File: src/rtl/icache_controller.sv
// Direct-mapped, read-only instruction cache: 8 lines x 16 bytes in front of a
// 128-bit block memory. Misses run a single read/busywait transaction, then refill.
module icache_controller #(
  parameter int NUM_LINES  = 8,
  parameter int INDEX_BITS = 3,
  parameter int TAG_BITS   = 10 - 4 - INDEX_BITS
) (
  input  logic         clock,
  input  logic         reset,
  input  logic         read,
  input  logic [9:0]   address,
  output logic [31:0]  instruction,
  output logic         busywait,
  output logic         mem_read,
  output logic [5:0]   mem_address,
  input  logic [127:0] mem_readdata,
  input  logic         mem_busywait
);

  typedef enum logic [1:0] {
    IDLE     = 2'd0,
    MEM_READ = 2'd1,
    UPDATE   = 2'd2
  } state_t;

  state_t                state;
  logic                  waited;
  logic [NUM_LINES-1:0]  valid;
  logic [TAG_BITS-1:0]   tags  [NUM_LINES];
  logic [127:0]          lines [NUM_LINES];

  logic [INDEX_BITS-1:0] index;
  logic [INDEX_BITS-1:0] fill_index;
  logic [TAG_BITS-1:0]   tag;
  logic [TAG_BITS-1:0]   fill_tag;
  logic [127:0]          line;
  logic                  hit;
  logic                  fill;
  logic                  byte_offset_unused;

  assign index      = address[4 +: INDEX_BITS];
  assign tag        = address[4 + INDEX_BITS +: TAG_BITS];
  // mem_address doubles as the latched block number of the outstanding miss.
  assign fill_index = mem_address[INDEX_BITS-1:0];
  assign fill_tag   = mem_address[INDEX_BITS +: TAG_BITS];
  assign line       = lines[index];

  assign hit      = read & valid[index] & (tags[index] == tag);
  assign busywait = read & ~(hit & (state == IDLE));
  // The first MEM_READ cycle is skipped: memory only raises busywait after sampling mem_read.
  assign fill     = (state == MEM_READ) & waited & ~mem_busywait;

  assign byte_offset_unused = ^address[1:0];

  always_comb begin
    instruction = line[31:0];
    case (address[3:2])
      2'd0: instruction = line[31:0];
      2'd1: instruction = line[63:32];
      2'd2: instruction = line[95:64];
      2'd3: instruction = line[127:96];
      default: instruction = line[31:0];
    endcase
  end

  always_ff @(posedge clock) begin
    if (reset) begin
      state       <= IDLE;
      waited      <= 1'b0;
      mem_read    <= 1'b0;
      mem_address <= 6'd0;
      valid       <= '0;
    end else begin
      case (state)
        IDLE: begin
          if (read && !hit) begin
            mem_address <= address[9:4];
            mem_read    <= 1'b1;
            waited      <= 1'b0;
            state       <= MEM_READ;
          end
        end
        MEM_READ: begin
          if (!waited) begin
            waited <= 1'b1;
          end else if (!mem_busywait) begin
            valid[fill_index] <= 1'b1;
            mem_read          <= 1'b0;
            state             <= UPDATE;
          end
        end
        UPDATE: begin
          state <= IDLE;
        end
        default: begin
          state    <= IDLE;
          mem_read <= 1'b0;
        end
      endcase
    end
  end

  // Line payload and tags carry no reset; validity alone decides a hit.
  always_ff @(posedge clock) begin
    if (fill && !reset) begin
      lines[fill_index] <= mem_readdata;
      tags[fill_index]  <= fill_tag;
    end
  end

endmodule
File: config.mk
export PLATFORM = sky130hd
export DESIGN_NAME = icache_controller
export DESIGN_NICKNAME = d
export VERILOG_FILES = /design/src/rtl/icache_controller.sv
export SDC_FILE = /design/constraint.sdc
export NUM_CORES = 1
export LEC_CHECK = 0
export ABC_AREA = 1
export CORE_ASPECT_RATIO = 0.5
export CORE_MARGIN = 2
export CORE_UTILIZATION = 55
export DETAILED_ROUTE_END_ITERATION = 6
export MAX_ROUTING_LAYER = met4
export PLACE_DENSITY = 0.73
export RECOVER_POWER = 100
export SLEW_MARGIN = 20
export SYNTH_ARGS = -nofsm -noshare
export SYNTH_HDL_FRONTEND = slang
export SYNTH_SLANG_ARGS = --single-unit
File: constraint.sdc
create_clock -name clock -period 14.25 [get_ports clock]
set_clock_uncertainty 0.05 [all_clocks]
set_input_delay 2.85 -clock clock [delete_from_list [all_inputs] [get_ports clock]]
set_output_delay 2.85 -clock clock [all_outputs]
set_load 0.01 [all_outputs]
==> results.toml <==
[power]
powerDensity_nw_per_um2 = 134
ir_drop_mv = 0.0898
p_leak_uw = 0.0145

[floorplanning]
coreArea_um2 = 73700
die_h_um = 198
start_util = 0.561
io_pins = 182
die_width_um = 391
fp-row-count = 70
die_area_um2 = 77400

[routing]
via_count = 25900
drtPass1Iterations = 6
drtAntennaViolNets = 0
wire_per_inst_um = 25.5
drt_iter0_drc = 3743
routed_via_density = 6.28
drt_wl_total_mm = 105
drcViolationCount = 0

[yosys]
synth_seq_cells = 1066
avgSynthCellArea_um2 = 14.0
yosysUniqueCellTypes = 27
synth_nets = 3085
synthCells = 2943
syn_area_um2 = 41300
yosysWarningCount = 0
synth-seq-area-share = 0.771

[clock_network]
cts_resized = 0
cts_max_level = 3
cts_setup_buffers = 0
clock-sinks = 1066
clockBufferDepth = 3
root_buffer = "clkbuf_16"
holdBufCountCts = 0
numCtsBuffers = 89
clock_latency_ns = 0.65
cts_tree = "done"
path_clk_slew_ns = 0.06

[sta]
final-setup-viol-count = 0
rsz0062_at_grt = "no"
worst_pin_slew_ns = 9.78
fmax_mhz = 86.8
slew_viol_final = 1145
timing.hold.ws_ns = 0.405
finalCriticalPeriod_ns = 11.52
tns_ns = 0
hold_viol_final = 0
slew_headroom = -5.52
fin_crit_sh = 0.808

[layout]
area_growth_pct = 12.9
seqCellArea_um2 = 31800
nFillCells = 5101
layout.nets = 3167
layoutNonFillerInstCount = 4119
final_common_cell = "edfxtp_1"
layout_common_cells = "edfxtp_1, nor2_1, o21ai_0, dlygate4sd3_1, o22ai_1"
drive_above_1_share = 0.0539
multi_input_area_um2 = 8400

[flow_run]
maxCapViolCount = 10

[placement]
gp_congestion = 0.806
port-buffer-count = 179
post-place-cells = 3942
hpwl_mm = 54.0

[setup_path]
crit_cells = 5
cp.buffers_inverters = 2
crit_family = "buffers and inverters"
crit_chain = "dlygate4sd3_1, nor3_1, nand2_1, nor2_4, clkbuf_1"
cpPeakStageDelay_ns = 6.77
crit_slowest_cell = "clkbuf_1"
r2r_slack_ns = 5.13
endpoint_kind = "flop"
crit_type = "input port to flop"
r2r-end = "lines[2][63]"
required_ns = 14.16
r2r_cells = 7
r2r_start = "state[0]"
cp-start-kind = "input port"
cp.arrival_ns = 11.42
crit_fanout = 131

[global_route]
antenna_found_initial = 34
grtUsageTotal = 0.279
grt-ovfl-total = 0
grt_max_degree = 176
grt_first_pass_wirelength_mm = 154
grt_pass1_vias = 24100

[min_path]
min_delay_path_depth = 2
hold_start = "valid[2]"
holdPathEnd = "valid[2]"
hold_path_class = "flop to flop"

[status]
violations = "max-capacitance violations, max-slew violations"
status = "complete, but fails checks"
## layout make-up
type | instances | share of cell area
Antenna cell | 12 | 0.000644
Clock buffer | 112 | 0.0510
Clock inverter | 53 | 0.00996
Inverter | 45 | 0.00411
Multi-Input combinational cell | 1613 | 0.180
Sequential cell | 1066 | 0.683
Tap cell | 1008 | 0.0271
Timing Repair Buffer | 210 | 0.0443
## worst min-delay path, delay by kind of cell (launching register included)
kind	cells	cell delay, ns
flip-flops	1	0.33
AND/OR/NAND/NOR	1	0.05
AO/OA/AOI/OAI	1	0.05
## per-stage QoR
stage	setup WS, ns	total power, uW	util	area, um^2
floorplan	4.64	3710	-	41300
global placement	4.70	3880	0.595	43800
detailed placement	4.62	3900	0.595	43800
CTS	4.63	6250	0.634	46700
global route	2.33	6390	0.633	46600
finish	2.73	6220	0.633	46600
## worst max-delay path by stage
stage                 startpoint         endpoint  slack, ns
floorplan           mem_busywait      lines[1][0]       4.64
global placement      address[5]  instruction[20]       4.70
detailed placement    address[5]  instruction[12]       4.62
CTS                   address[5]  instruction[12]       4.63
global route               reset    lines[2][126]       2.33
finish                     reset     lines[2][63]       2.73
## report_power, final
group	leakage [uW]	internal (uW)	switching, uW
registers	0.00956	3450	4.76
logic	0.00355	116	254
clock network	0.00139	1320	1080
## layer usage
metal	GRT usage	wire, um	up-vias
met1	0.403	43700	12800
met2	0.421	48600	1413
met4	0.0705	2510	0
met5	-	0	-
met3	0.0419	10400	173
li1	-	-	11400
## cells by family after synthesis
kind of cell / Yosys count / synth area share
AO/OA/AOI/OAI: 930 / 0.137
flip-flops: 1066 / 0.771
buffers and inverters: 264 / 0.0274
AND/OR/NAND/NOR: 683 / 0.0643
## cells in the mapped netlist, drive strengths merged
| master | instances | share of area |
|---|---|---|
| nor2 | 570 | 0.052 |
| o211ai | 77 | 0.014 |
| o2111ai | 32 | 0.0068 |
| dfxtp | 18 | 0.0087 |
| o21bai | 32 | 0.0058 |
| buf | 59 | 0.0087 |
| a31oi | 1 | 0.00015 |
| a21oi | 9 | 0.0011 |
| nand2 | 63 | 0.0058 |
| nand3 | 48 | 0.0064 |
| nor3 | 2 | 0.00024 |
| o21ai | 515 | 0.062 |
| clkinv | 1 | 0.000091 |
| clkbuf | 160 | 0.015 |
| o21a | 1 | 0.00018 |
| inv | 44 | 0.0041 |
| o221ai | 115 | 0.024 |
| edfxtp | 1048 | 0.76 |
| o22ai | 148 | 0.022 |
## registers in the layout (all words and copies together), names as in the netlist
name,count
lines,1024
mem_address,6
mem_read,1
state,2
tags,24
valid,8
waited,1
(Power assumes the default switching activity.)
